<file path="config.mk">
export PLATFORM = sky130hd
export DESIGN_NAME = fpalu_sub
export DESIGN_NICKNAME = d
export VERILOG_FILES = /design/src/rtl/fpalu_pkg.sv /design/src/rtl/fpalu_unpack.sv /design/src/rtl/fpalu_sub.sv
export SDC_FILE = /design/constraint.sdc
export NUM_CORES = 1
export LEC_CHECK = 0
export ABC_AREA = 0
export CORE_ASPECT_RATIO = 2
export CORE_MARGIN = 3
export CORE_UTILIZATION = 63
export DETAILED_ROUTE_END_ITERATION = 7
export HOLD_SLACK_MARGIN = 0.08
export PLACE_DENSITY = 0.87
export SYNTH_ARGS = -nofsm -noshare
export SYNTH_HDL_FRONTEND = slang
export SYNTH_SLANG_ARGS = --single-unit
</file>
<file path="constraint.sdc">
create_clock -name clk -period 15.15 [get_ports clk]
set_input_delay 4.545 -clock clk [delete_from_list [all_inputs] [get_ports clk]]
set_output_delay 4.545 -clock clk [all_outputs]
set_load 0.05 [all_outputs]
</file>
<file path="src/rtl/fpalu_pkg.sv">
// Shared FP32 field layout, constants and sequencer states for the FP ALU blocks.
package fpalu_pkg;

    localparam int SIGN_W = 1;
    localparam int EXP_W  = 8;
    localparam int MANT_W = 23;
    localparam int SIG_W  = MANT_W + 1;

    localparam logic [EXP_W-1:0] EXP_BIAS = 8'd127;
    localparam logic [EXP_W-1:0] EXP_MAX  = 8'd255;
    localparam logic [31:0]      QNAN     = 32'h7FC0_0000;

    typedef enum logic [2:0] {
        S_IDLE,
        S_ALIGN,
        S_ADD,
        S_NORM,
        S_DONE
    } fpsub_state_t;

endpackage

</file>
<file path="src/rtl/fpalu_unpack.sv">
// Combinational FP32 unpack: field split, denormal flush, hidden bit, inf/NaN flags.
module fpalu_unpack
    import fpalu_pkg::*;
(
    input  logic [31:0]       i_fp,
    output logic              o_sign,
    output logic [EXP_W-1:0]  o_exp,
    output logic [SIG_W-1:0]  o_sig,
    output logic              o_inf,
    output logic              o_nan
);

    logic [MANT_W-1:0] w_mant;
    logic              w_exp_zero;
    logic              w_exp_max;

    assign o_sign     = i_fp[EXP_W+MANT_W +: SIGN_W];
    assign o_exp      = i_fp[MANT_W +: EXP_W];
    assign w_mant     = i_fp[MANT_W-1:0];
    assign w_exp_zero = (o_exp == '0);
    assign w_exp_max  = (o_exp == EXP_MAX);

    // Denormals carry exp 0 and a zero significand, i.e. they behave as zero.
    assign o_sig = w_exp_zero ? '0 : {1'b1, w_mant};
    assign o_inf = w_exp_max && (w_mant == '0);
    assign o_nan = w_exp_max && (w_mant != '0);

endmodule

</file>
<file path="src/rtl/fpalu_sub.sv">
// Serial FP32 subtractor: diff = a_input - b_input, one-bit-per-cycle align and normalize.
module fpalu_sub
    import fpalu_pkg::*;
#(
    parameter int ALIGN_CAP = 25
) (
    input  logic        clk,
    input  logic        rst,
    input  logic        in_valid,
    output logic        in_ready,
    input  logic [31:0] a_input,
    input  logic [31:0] b_input,
    output logic        out_valid,
    input  logic        out_ready,
    output logic [31:0] diff
);

    // Significands carry guard, round and sticky bits below the 24-bit integer part.
    localparam int XW = SIG_W + 3;
    localparam logic [EXP_W-1:0] CAP8 = EXP_W'(ALIGN_CAP);

    function automatic logic [XW:0] shr_sticky(input logic [XW:0] v);
        return {1'b0, v[XW:2], v[1] | v[0]};
    endfunction

    function automatic logic [31:0] trunc_pack(input logic s, input logic [EXP_W-1:0] e,
                                               input logic [XW:0] v);
        if (e == EXP_MAX)
            return {s, EXP_MAX, {MANT_W{1'b0}}};
        return {s, e, v[XW-2:3]};
    endfunction

    fpsub_state_t r_state, w_next;

    logic              w_a_sign, w_b_sign, w_a_inf, w_b_inf, w_a_nan, w_b_nan;
    logic [EXP_W-1:0]  w_a_exp, w_b_exp, w_p_exp, w_s_exp, w_d, w_cnt;
    logic [SIG_W-1:0]  w_a_sig, w_b_sig, w_p_sig, w_s_sig;
    logic              w_a_ge, w_b_esign, w_eff_sub, w_res_sign, w_special, w_capped;
    logic [31:0]       w_spec_val;

    logic              r_sign, r_eff_sub, r_special, r_capped;
    logic [EXP_W-1:0]  r_cnt, r_exp;
    logic [XW-1:0]     r_p, r_s;
    logic [XW:0]       r_sum;
    logic [31:0]       r_spec_val, r_diff;

    fpalu_unpack u_unpack_a (
        .i_fp   (a_input),
        .o_sign (w_a_sign),
        .o_exp  (w_a_exp),
        .o_sig  (w_a_sig),
        .o_inf  (w_a_inf),
        .o_nan  (w_a_nan)
    );

    fpalu_unpack u_unpack_b (
        .i_fp   (b_input),
        .o_sign (w_b_sign),
        .o_exp  (w_b_exp),
        .o_sig  (w_b_sig),
        .o_inf  (w_b_inf),
        .o_nan  (w_b_nan)
    );

    // Operand ordering: larger magnitude becomes primary, ties keep a as primary.
    assign w_a_ge     = {w_a_exp, w_a_sig[MANT_W-1:0]} >= {w_b_exp, w_b_sig[MANT_W-1:0]};
    assign w_b_esign  = ~w_b_sign;
    assign w_eff_sub  = w_a_sign ^ w_b_esign;
    assign w_res_sign = w_a_ge ? w_a_sign : w_b_esign;
    assign w_p_exp    = w_a_ge ? w_a_exp : w_b_exp;
    assign w_s_exp    = w_a_ge ? w_b_exp : w_a_exp;
    assign w_p_sig    = w_a_ge ? w_a_sig : w_b_sig;
    assign w_s_sig    = w_a_ge ? w_b_sig : w_a_sig;
    assign w_d        = w_p_exp - w_s_exp;
    assign w_capped   = (w_d >= CAP8);
    assign w_cnt      = w_capped ? CAP8 : w_d;
    assign w_special  = (w_a_exp == EXP_MAX) || (w_b_exp == EXP_MAX);
    assign w_spec_val = (w_a_nan || w_b_nan || (w_a_inf && w_b_inf && w_eff_sub))
                        ? QNAN : {w_res_sign, EXP_MAX, {MANT_W{1'b0}}};

    always_ff @(posedge clk) begin
        if (rst)
            r_state <= S_IDLE;
        else
            r_state <= w_next;
    end

    always_comb begin
        w_next = r_state;
        case (r_state)
            S_IDLE:  if (in_valid) w_next = (w_special || (w_d == '0)) ? S_ADD : S_ALIGN;
            S_ALIGN: if (r_cnt == 8'd1) w_next = S_ADD;
            S_ADD:   w_next = S_NORM;
            S_NORM: begin
                // Specials pass through NORM untouched so their latency matches the d = 0 path.
                if (r_special || (r_sum == '0) || (r_exp == '0))
                    w_next = S_DONE;
                else if (!r_sum[XW] && r_sum[XW-1])
                    w_next = S_DONE;
            end
            S_DONE:  if (out_ready) w_next = S_IDLE;
            default: w_next = S_IDLE;
        endcase
    end

    always_comb begin
        in_ready  = (r_state == S_IDLE);
        out_valid = (r_state == S_DONE);
    end
    assign diff = r_diff;

    always_ff @(posedge clk) begin
        case (r_state)
            S_IDLE: begin
                if (in_valid) begin
                    r_sign     <= w_res_sign;
                    r_eff_sub  <= w_eff_sub;
                    r_special  <= w_special;
                    r_capped   <= w_capped;
                    r_cnt      <= w_cnt;
                    r_exp      <= w_p_exp;
                    r_p        <= {w_p_sig, 3'b000};
                    r_s        <= {w_s_sig, 3'b000};
                    r_spec_val <= w_spec_val;
                end
            end
            S_ALIGN: begin
                r_cnt <= r_cnt - 8'd1;
                r_s   <= (r_capped && (r_cnt == 8'd1)) ? '0 : XW'(shr_sticky({1'b0, r_s}));
            end
            S_ADD: begin
                r_sum <= r_eff_sub ? ({1'b0, r_p} - {1'b0, r_s}) : ({1'b0, r_p} + {1'b0, r_s});
            end
            S_NORM: begin
                if (!r_special && (r_sum != '0) && (r_exp != '0)) begin
                    if (r_sum[XW]) begin
                        r_sum <= shr_sticky(r_sum);
                        r_exp <= r_exp + 8'd1;
                    end else if (!r_sum[XW-1]) begin
                        r_sum <= r_sum << 1;
                        r_exp <= r_exp - 8'd1;
                    end
                end
            end
            default: ;
        endcase
    end

    // Result register only changes on the cycle NORM hands over to DONE.
    always_ff @(posedge clk) begin
        if (rst) begin
            r_diff <= '0;
        end else if (r_state == S_NORM) begin
            if (r_special)
                r_diff <= r_spec_val;
            else if ((r_sum == '0) || (r_exp == '0))
                r_diff <= '0;
            else if (!r_sum[XW] && r_sum[XW-1])
                r_diff <= trunc_pack(r_sign, r_exp, r_sum);
        end
    end

endmodule
</file>
# Word-level counts from Yosys, hierarchy flattened
# Cells that the tools add are included.
# totals
ff_bits	166
inputBits	68
out_inout_bits	34
word_cells	124
# classes
addsub	6
magnitude_cmp	2
n_eq_ne	14
muxes	42
bitwise_logic	4
n_reduce_logical	42
# op_table
cell	count
2-to-1 mux 32 bit	5
2-to-1 mux 24 bit	4
2-to-1 mux 27 bit	3
2-to-1 mux 8 bit	8
2-to-1 mux 28 bit	2
case mux 28 bit (2 select lines)	1
case mux 27 bit (2 select lines)	1
logical NOT 23 bit	2
nonzero test 23 bit	2
logical NOT 8 bit	4
case mux 8 bit (2 select lines)	2
>= comparator 31 bit	1
adder 27 x 27 -> 28 bit	1
logical NOT 28 bit	1
nonzero test 28 bit	1
subtractor 27 x 27 -> 28 bit	1
2-to-1 mux 26 bit	1
equality test 8 bit (second input constant)	3
2-to-1 mux 23 bit	1
subtractor 8 x 1 -> 8 bit (second input constant)	2
2-to-1 mux 3 bit	5
case mux 3 bit (5 select lines)	1
logical AND 1 bit	10
adder 8 x 1 -> 8 bit (second input constant)	1
23 further kinds	47

# Logic depth before layout (Yosys ltp)
# Gate-level depths: netlist (run 1).
# depth
depth_word	11
depth_mapped	23
depth_no_buf	18

# By module
# From an unflattened synthesis (run 1), not the netlist that was laid out.
# unflattened
cells_unflattened	1258
hier_area_um2	10750.3
# by_module_without_submodules
module	instances	cells_per_inst	area_each_um2	seq_area_each_um2
fpalu_sub	1	1158	10114.7	3733.6
fpalu_unpack	2	50	317.8	0.0

# Least setup slack after synthesis (run 1)
# No wires, ideal clock.
# synth_timing
kind	input to register
startpoint	input a_input[25]
endpoint	register r_cnt[1] (data pin)
setup_time_ns	0.256
t_arrival_ns	9.041
t_required_ns	14.894
path_slack_ns	5.853
cell_stages	23
n_path_buf	5
path_cell_list	nor4_1 -> nand2_1 -> clkbuf_1 -> and2_1 -> ha_1 -> a21oi_1 -> o21ai_1 -> a2111oi_2 -> a21oi_2 -> or2_1 -> buf_6 -> clkbuf_1 -> clkbuf_1 -> nor2_1 -> nor2_1 -> ha_1 -> a221o_1 -> a311oi_2 -> nand2_1 -> a32o_1 -> or2_1 -> buf_4 -> a41o_1
# synth_via
elab_chain_len	9
word_cells_on_any_way	10
classes_between	add/sub (1); order compare (2); mux (6); reduce/logical (1)
# synth_rtl
item	line	text
start: declaration	fpalu_sub.sv:11	input logic [31:0] a_input,
logical NOT 8 bit	fpalu_unpack.sv:20	assign w_exp_zero = (o_exp == '0);
2-to-1 mux 24 bit	fpalu_unpack.sv:24	assign o_sig = w_exp_zero ? '0 : {1'b1, w_mant};
>= comparator 31 bit	fpalu_sub.sv:66	assign w_a_ge = {w_a_exp, w_a_sig[MANT_W-1:0]} >= {w_b_exp, w_b_sig[MANT_W-1:0]};
2-to-1 mux 8 bit, on equally long branches	fpalu_sub.sv:70, fpalu_sub.sv:71	
subtractor 8 bit *	fpalu_sub.sv:74	assign w_d = w_p_exp - w_s_exp;
>= comparator 8 x 5 -> 1 bit	fpalu_sub.sv:75	assign w_capped = (w_d >= CAP8);
2-to-1 mux 8 bit *	fpalu_sub.sv:76	assign w_cnt = w_capped ? CAP8 : w_d;
2-to-1 mux 8 bit *	fpalu_sub.sv:115	if (in_valid) begin
case mux 8 bit (2 select lines) *	fpalu_sub.sv:113	case (r_state)
end signal: assignment	fpalu_sub.sv:120	r_cnt <= w_cnt;
end signal: assignment	fpalu_sub.sv:128	r_cnt <= r_cnt - 8'd1;
end: declaration	fpalu_sub.sv:42	logic [EXP_W-1:0] r_cnt, r_exp;
# Every way passes the cells marked *; elsewhere a longest branch is shown, timed or not. The select of a mux whose other input is x is not followed.
# A chain may end at the register's enable or synchronous reset.

# Worst setup path in the final report (run 1)
# layout_timing
startpoint	input a_input[26]
endpoint	register r_cnt[0] (data pin)
# Same word-level chain as after synthesis.

==> results of run 1 <==
==> worst min-delay path by stage <==
stage	startpoint	end	depth (start not counted)
after floorplan	r_spec_val[31]$_SDFFCE_PP0P_	diff[31]$_SDFFE_PP0P_	2
after detailed placement	diff[5]$_SDFFE_PP0P_	diff[5]$_SDFFE_PP0P_	2
final	diff[5]$_SDFFE_PP0P_	diff[5]$_SDFFE_PP0P_	2
after CTS	diff[5]$_SDFFE_PP0P_	diff[5]$_SDFFE_PP0P_	2
after global routing	diff[7]$_SDFFE_PP0P_	diff[7]$_SDFFE_PP0P_	2
after global placement	diff[4]$_SDFFE_PP0P_	diff[4]$_SDFFE_PP0P_	2
==> cell usage in the layout (no fill, tap or decap), types with 4 or more instances in the layout <==
cell type	netlist	layout
inv_6	0	6
edfxtp_1	101	101
a211oi_1	38	38
a221oi_1	4	4
a41o_1	4	4
o31ai_1	9	9
xor2_1	7	7
inv_1	73	73
a31oi_1	10	10
nor3b_1	26	26
a22o_1	23	23
and2_1	28	28
dfxtp_1	35	35
or3_1	7	7
buf_4	1	12
nand2_1	148	148
nand3_1	32	32
nor2_1	83	82
a21oi_1	113	112
nand2b_1	12	12
a21o_1	10	10
xnor2_1	36	36
nor4_1	24	24
nand3b_1	4	4
nor3_1	39	39
nand4_1	13	13
o21bai_1	12	12
and3_1	4	4
o211ai_1	4	4
clkdlybuf4s50_1	0	101
clkbuf_16	0	19
o21ai_0	88	88
o41ai_1	5	5
ha_1	89	89
mux2i_1	8	8
nor2b_1	10	10
==> area by class of cell <==
class	count	area, sq um	share of cell area, %
Clock buffer	19	475	3.95
Clock inverter	13	105	0.873
Inverter	73	274	2.28
Multi-Input combinational cell	946	6100	50.7
Sequential cell	136	3730	31.0
Tap cell	201	251	2.09
Timing Repair Buffer	113	1100	9.14
==> cell families (layout without fill, tap and decap cells) <==
| family | Yosys count | in the layout | synth area share [%] |
|---|---|---|---|
| AOI/OAI and AO/OA | 363 | 363 | 22.4 |
| xor gates and xnor gates | 43 | 43 | 3.63 |
| adders and majority gates | 91 | 91 | 11.1 |
| buffers and inverters | 143 | 218 | 5.31 |
| DFF | 136 | 136 | 36.0 |
| muxes | 8 | 8 | 0.772 |
| and+or+nand+nor | 441 | 441 | 20.7 |
==> where the power goes <==
part	internal (uW)	switching, uW	total (uW)	leakage (uW)
registers	607	115	722	0.00124
logic	493	732	1220	0.00311
clock network	233	173	406	0.000280
==> per-layer routing <==
metal	wire [um]	up-vias	GRT usage, %
met5	13	-	0
li1	-	4614	-
met3	1350	95	4.03
met2	14600	408	55.5
met1	10200	4557	32.6
met4	1180	2	15.8
==> state kept, by name, summed over array words and instances (netlist names) <==
signal	cells
r_p	24
r_eff_sub	1
diff	32
r_exp	8
r_special	1
r_cnt	8
r_spec_val	2
r_sign	1
r_sum	28
r_state	3
r_capped	1
r_s	27
==> per-stage QoR <==
step / instances / setup WS, ns / hold slack [ns] / instance area (sq um) / util, %
floorplan: 1225 / 5.85 / 0.506 / 10400 / -
global placement: 1469 / 4.46 / 0.437 / 11500 / 71.9
detailed placement: 1469 / 4.47 / 0.445 / 11500 / 71.9
CTS: 1501 / 4.90 / 0.452 / 12000 / 75.5
global route: 1501 / 4.36 / 0.474 / 12000 / 75.5
finish: 1501 / 4.80 / 0.450 / 12000 / 75.5
==> worst reg2reg max path: stages, from the launching register on <==
cell	delay, ns
edfxtp_1	1.02
nor3_1	0.24
nand4_1	0.13
or3_1	0.24
a21boi_0	0.55
nand2b_1	0.20
a21o_1	0.28
and2_1	0.19
buf_4	0.23
a211oi_1	0.94
==> impl_metrics.py, run 1 <==
metrics = {
    "route": {
        "wl_per_cell_um": 18.2,
        "post_drt_via_cell_ratio": 6.45,
        "vias": 9676,
        "route.detailed.drc": 0,
        "drtPass1Iterations": 7,
        "drt-total-wl_um": 27300,
        "drtIter0Drc": 695,
        "ant_nets": 0,
    },
    "global_routing": {
        "grt_max_degree": 75,
        "grt_pass1_wl_um": 45100,
        "grt_pass1_vias": 9559,
        "grt.total_usage_pct": 30.0,
        "antenna_found_initial": 1,
        "grt_overflow": 0,
    },
    "setup_path": {
        "cp_max_fo": 74,
        "crit_buf_inv": 2,
        "critPathMaxStageDelay_ns": 0.56,
        "worstSetupPathType": "input port to register",
        "path_delay_family": "simple AND/OR/NAND/NOR gates",
        "ff2ff_path_depth": 9,
        "cp_num_cells": 20,
        "worstPathRequired_ns": 15.31,
        "worstPathCellList": "clkdlybuf4s50_1, nor4_1, nand2_1, and2_1, ha_1, a21oi_1, o21ai_1, a2111oi_2, a21oi_2, or2_2, buf_4, nor2_1, nor2_1, ha_1, a221o_1, a311oi_2, nand2_1, a2111oi_1, or2_1, a41oi_1",
        "r2r_end": "r_exp[5]$_DFFE_PP_",
        "slowest_stage": "nand2_1",
        "rrSetupSlack_ns": 10.75,
        "cp.arrival_ns": 10.50,
        "end_kind": "register",
        "startpoint": "a_input[26]",
        "reg2reg_from": "r_sum[26]$_DFFE_PP_",
        "start_kind": "input port",
        "endpoint": "r_cnt[0]$_DFFE_PP_",
    },
    "placement": {
        "io_buffers": 101,
        "globalplace.congestion": 0.973,
        "dp_hpwl_um": 20400,
    },
    "die": {
        "die_x_um": 96.7,
        "num_rows": 65,
        "dieArea_sq_um": 18100,
        "die_h_um": 187,
        "pin_count": 102,
        "fp.coreArea_sq_um": 15900,
        "initial_core_util_pct": 65.1,
    },
    "synthesis": {
        "synth_fp_nets": 1384,
        "synth_common_cells": "nand2_1 (148), a21oi_1 (113), edfxtp_1 (101)",
        "netlist-cell-type-count": 71,
        "synth_flop_cell": "edfxtp_1",
        "syn_inst": 1225,
        "synthArstFlopShare_pct": 0,
        "synth-seq-area-share_pct": 36.0,
        "synth_top_area_cell": "edfxtp_1",
        "synth.top_cell.area_share_pct": 29.2,
        "synth.avg_cell_area_sq_um": 8.47,
        "ys_seq_elements": 136,
        "syn_area_sq_um": 10400,
        "yosys.cell_count.top_type": "nand2_1",
        "yosys_warnings": 0,
        "synth_edf_count": 101,
        "synthTopCellsByArea": "edfxtp_1 (29%), ha_1 (11%), dfxtp_1 (6.8%)",
    },
    "timing": {
        "max_freq_mhz": 96.6,
        "tightest_slew_ns": 1.15,
        "slew_headroom_pct": 23.3,
        "skew_ns": 0.0108,
        "setup_violations": 0,
        "hold_viol": 0,
        "rsz0062_at_grt": "no",
        "tns_ns": 0,
        "final_max_slew_viol_count": 0,
        "period_minus_slack_ns": 10.35,
        "fin_crit_sh_pct": 68.3,
    },
    "cells_and_area": {
        "drive_above_1_share_pct": 4.38,
        "final_nets": 1446,
        "layout-area-overhead-vs-synth_pct": 16.1,
        "diodes": 0,
        "fillers": 1200,
    },
    "clock_tree": {
        "clk_latency_ns": 0.43,
        "numCtsBuffers": 17,
        "clock-sinks": 136,
        "cts_hold_buf": 0,
        "htree_levels": 4,
        "cts_setup_buffers": 0,
        "clkTransAtPathRegs_ns": 0.06,
        "cts_resized": 0,
        "clock_path_buffers": 2,
        "root_buffer": "clkbuf_16",
        "tritoncts": "yes",
    },
    "job": {
        "maxCapViolCount": 0,
    },
    "min_path": {
        "min_path_type": "register to register",
    },
    "pwr": {
        "ir_worst_vdd_uv": 96.4,
        "power_uw": 2350,
        "power.density_nw_per_um2": 195,
        "p_leak_uw": 0.00463,
    },
    "outcome": {
        "status": "complete, no violations",
    },
}
Power figures use the tool's default switching activity.
==> run 2, diff against run 1 <==
--- a/config.mk
+++ b/config.mk
@@ -8,10 +8,10 @@
 export ABC_AREA = 0
 export CORE_ASPECT_RATIO = 2
 export CORE_MARGIN = 3
-export CORE_UTILIZATION = 63
+export CORE_UTILIZATION = 59
 export DETAILED_ROUTE_END_ITERATION = 7
 export HOLD_SLACK_MARGIN = 0.08
-export PLACE_DENSITY = 0.87
+export PLACE_DENSITY = 0.82
 export SYNTH_ARGS = -nofsm -noshare
 export SYNTH_HDL_FRONTEND = slang
 export SYNTH_SLANG_ARGS = --single-unit
==> constraint.sdc (replaced) <==
create_clock -name clk -period 9.8 [get_ports clk]
set_input_delay 2.94 -clock clk [delete_from_list [all_inputs] [get_ports clk]]
set_output_delay 2.94 -clock clk [all_outputs]
set_load 0.05 [all_outputs]
==> run 2 against run 1 <==
Compared with the run above: count of clock-buffer cells in the layout grew 1; clock skew is essentially flat; combinational power grew 53%; via count shrank 2.5%.
==> impl_metrics.py, run 2 (synthesis gave the netlist of run 1 again) <==
metrics = {
    "setup_path": {
        "crit_buf_inv": 3,
        "worstSetupPathType": "input port to register",
        "end_kind": "register",
        "rrSetupSlack_ns": 5.54,
        "worstPathRequired_ns": 9.96,
        "path_delay_family": "simple AND/OR/NAND/NOR gates",
        "cp_max_fo": 50,
        "critPathMaxStageDelay_ns": 0.56,
        "slowest_stage": "a2111oi_2",
        "worstPathCellList": "clkdlybuf4s50_1, nor4_1, nand2_1, buf_4, and2_1, ha_1, nand3_1, nor4_1, a2111oi_2, a21oi_2, or2_2, buf_4, o31ai_1, a211oi_1, or3_1, a2111oi_1, or2_1, a41oi_1",
        "cp.arrival_ns": 8.15,
        "start_kind": "input port",
    },
    "outcome": {
        "status": "complete, no violations",
    },
    "die": {
        "die_x_um": 99.7,
        "dieArea_sq_um": 19300,
        "die_h_um": 193,
        "fp.coreArea_sq_um": 17300,
        "num_rows": 68,
        "pin_count": 102,
        "initial_core_util_pct": 60.0,
    },
    "min_path": {
        "min_path_type": "register to register",
    },
    "job": {
        "maxCapViolCount": 0,
    },
    "route": {
        "wl_per_cell_um": 18.4,
        "drtPass1Iterations": 5,
        "ant_nets": 0,
        "drtIter0Drc": 558,
        "route.detailed.drc": 0,
        "vias": 9434,
        "drt-total-wl_um": 27900,
        "post_drt_via_cell_ratio": 6.24,
    },
    "cells_and_area": {
        "largest_reg_flops": 32,
        "layout_commonest_cell": "nand2_1",
        "final_nets": 1449,
        "drive_above_1_share_pct": 4.60,
        "seq_area_sq_um": 3730,
        "multiInputGateArea_sq_um": 6090,
        "diodes": 0,
        "layout-area-overhead-vs-synth_pct": 16.5,
        "most-common-layout-cells": "nand2_1 (148), a21oi_1 (112), clkdlybuf4s50_1 (101), edfxtp_1 (101), ha_1 (89)",
        "fillers": 1408,
    },
    "clock_tree": {
        "cts_resized": 0,
        "clock_path_buffers": 2,
        "clkTransAtPathRegs_ns": 0.06,
        "clk_latency_ns": 0.43,
        "htree_levels": 4,
        "cts_setup_buffers": 0,
        "cts_hold_buf": 0,
        "clock-sinks": 136,
        "tritoncts": "yes",
        "root_buffer": "clkbuf_16",
        "numCtsBuffers": 17,
    },
    "timing": {
        "whs_ns": 0.447,
        "max_freq_mhz": 125,
        "tightest_slew_ns": 1.23,
        "tns_ns": 0,
        "slew_headroom_pct": 17.5,
        "setup_violations": 0,
        "period_minus_slack_ns": 8.00,
        "rsz0062_at_grt": "no",
        "fin_crit_sh_pct": 81.6,
        "skew_ns": 0.0104,
        "hold_viol": 0,
        "final_max_slew_viol_count": 0,
    },
    "global_routing": {
        "grt_max_degree": 54,
        "antenna_found_initial": 0,
        "grt.total_usage_pct": 29.0,
        "grt_pass1_wl_um": 45100,
        "grt_pass1_vias": 9268,
        "grt_overflow": 0,
    },
    "pwr": {
        "power.density_nw_per_um2": 300,
        "p_leak_uw": 0.00465,
        "ir_worst_vdd_uv": 132,
    },
    "placement": {
        "dp_hpwl_um": 21700,
        "io_buffers": 101,
        "globalplace.congestion": 0.958,
    },
}
==> run 2: tightest hold or removal path, stage by stage (launching register included) <==
cell and delay [ns]:
dfxtp_1 0.31, nand2_1 0.05, a21oi_1 0.05
==> run 2: where the power goes <==
| group | internal (uW) | total, uW | switching, uW |
|---|---|---|---|
| sequential | 939 | 1110 | 176 |
| combinational | 760 | 1870 | 1110 |
| clock | 381 | 639 | 258 |
| total | 2080 | 3630 | 1550 |
==> run 2: final timing paths <==
| kind | from | to | depth (start not counted) |
|---|---|---|---|
| max | b_input[24] | r_cnt[0]$_DFFE_PP_ | 18 |
| min | diff[5]$_SDFFE_PP0P_ | diff[5]$_SDFFE_PP0P_ | 2 |
| max reg2reg | r_sum[26]$_DFFE_PP_ | r_exp[4]$_DFFE_PP_ | 8 |
| min reg2reg | diff[5]$_SDFFE_PP0P_ | diff[5]$_SDFFE_PP0P_ | 2 |
==> run 2: through the flow <==
stage               power [uW]  instance area [sq um]  utilization, %  cells  worst slack (ns)
floorplan                 2490                  10400               -   1225              2.11
global placement          2910                  11500            66.5   1481              1.55
detailed placement        2960                  11500            66.5   1481              1.44
CTS                       3610                  12100            69.9   1513              1.90
global route              3870                  12100            69.9   1513              1.36
finish                    3630                  12100            69.9   1513              1.80
==> run 2: cell type report <==
class | count | area share [%]
Timing Repair Buffer | 116 | 9.30
Tap cell | 210 | 2.18
Clock buffer | 20 | 3.97
Multi-Input combinational cell | 946 | 50.5
Inverter | 73 | 2.27
Clock inverter | 12 | 0.901
Sequential cell | 136 | 30.9
==> run 2: layer usage <==
metal	share of wire, %	global-route usage [%]	routed length (um)	vias to the layer above
met1	37	31.8	10400	4440
li1	-	-	-	4615
met3	3.9	4.29	1080	78
met5	0	0	0	-
met2	54	52.6	15100	301
met4	4.8	15.2	1350	0
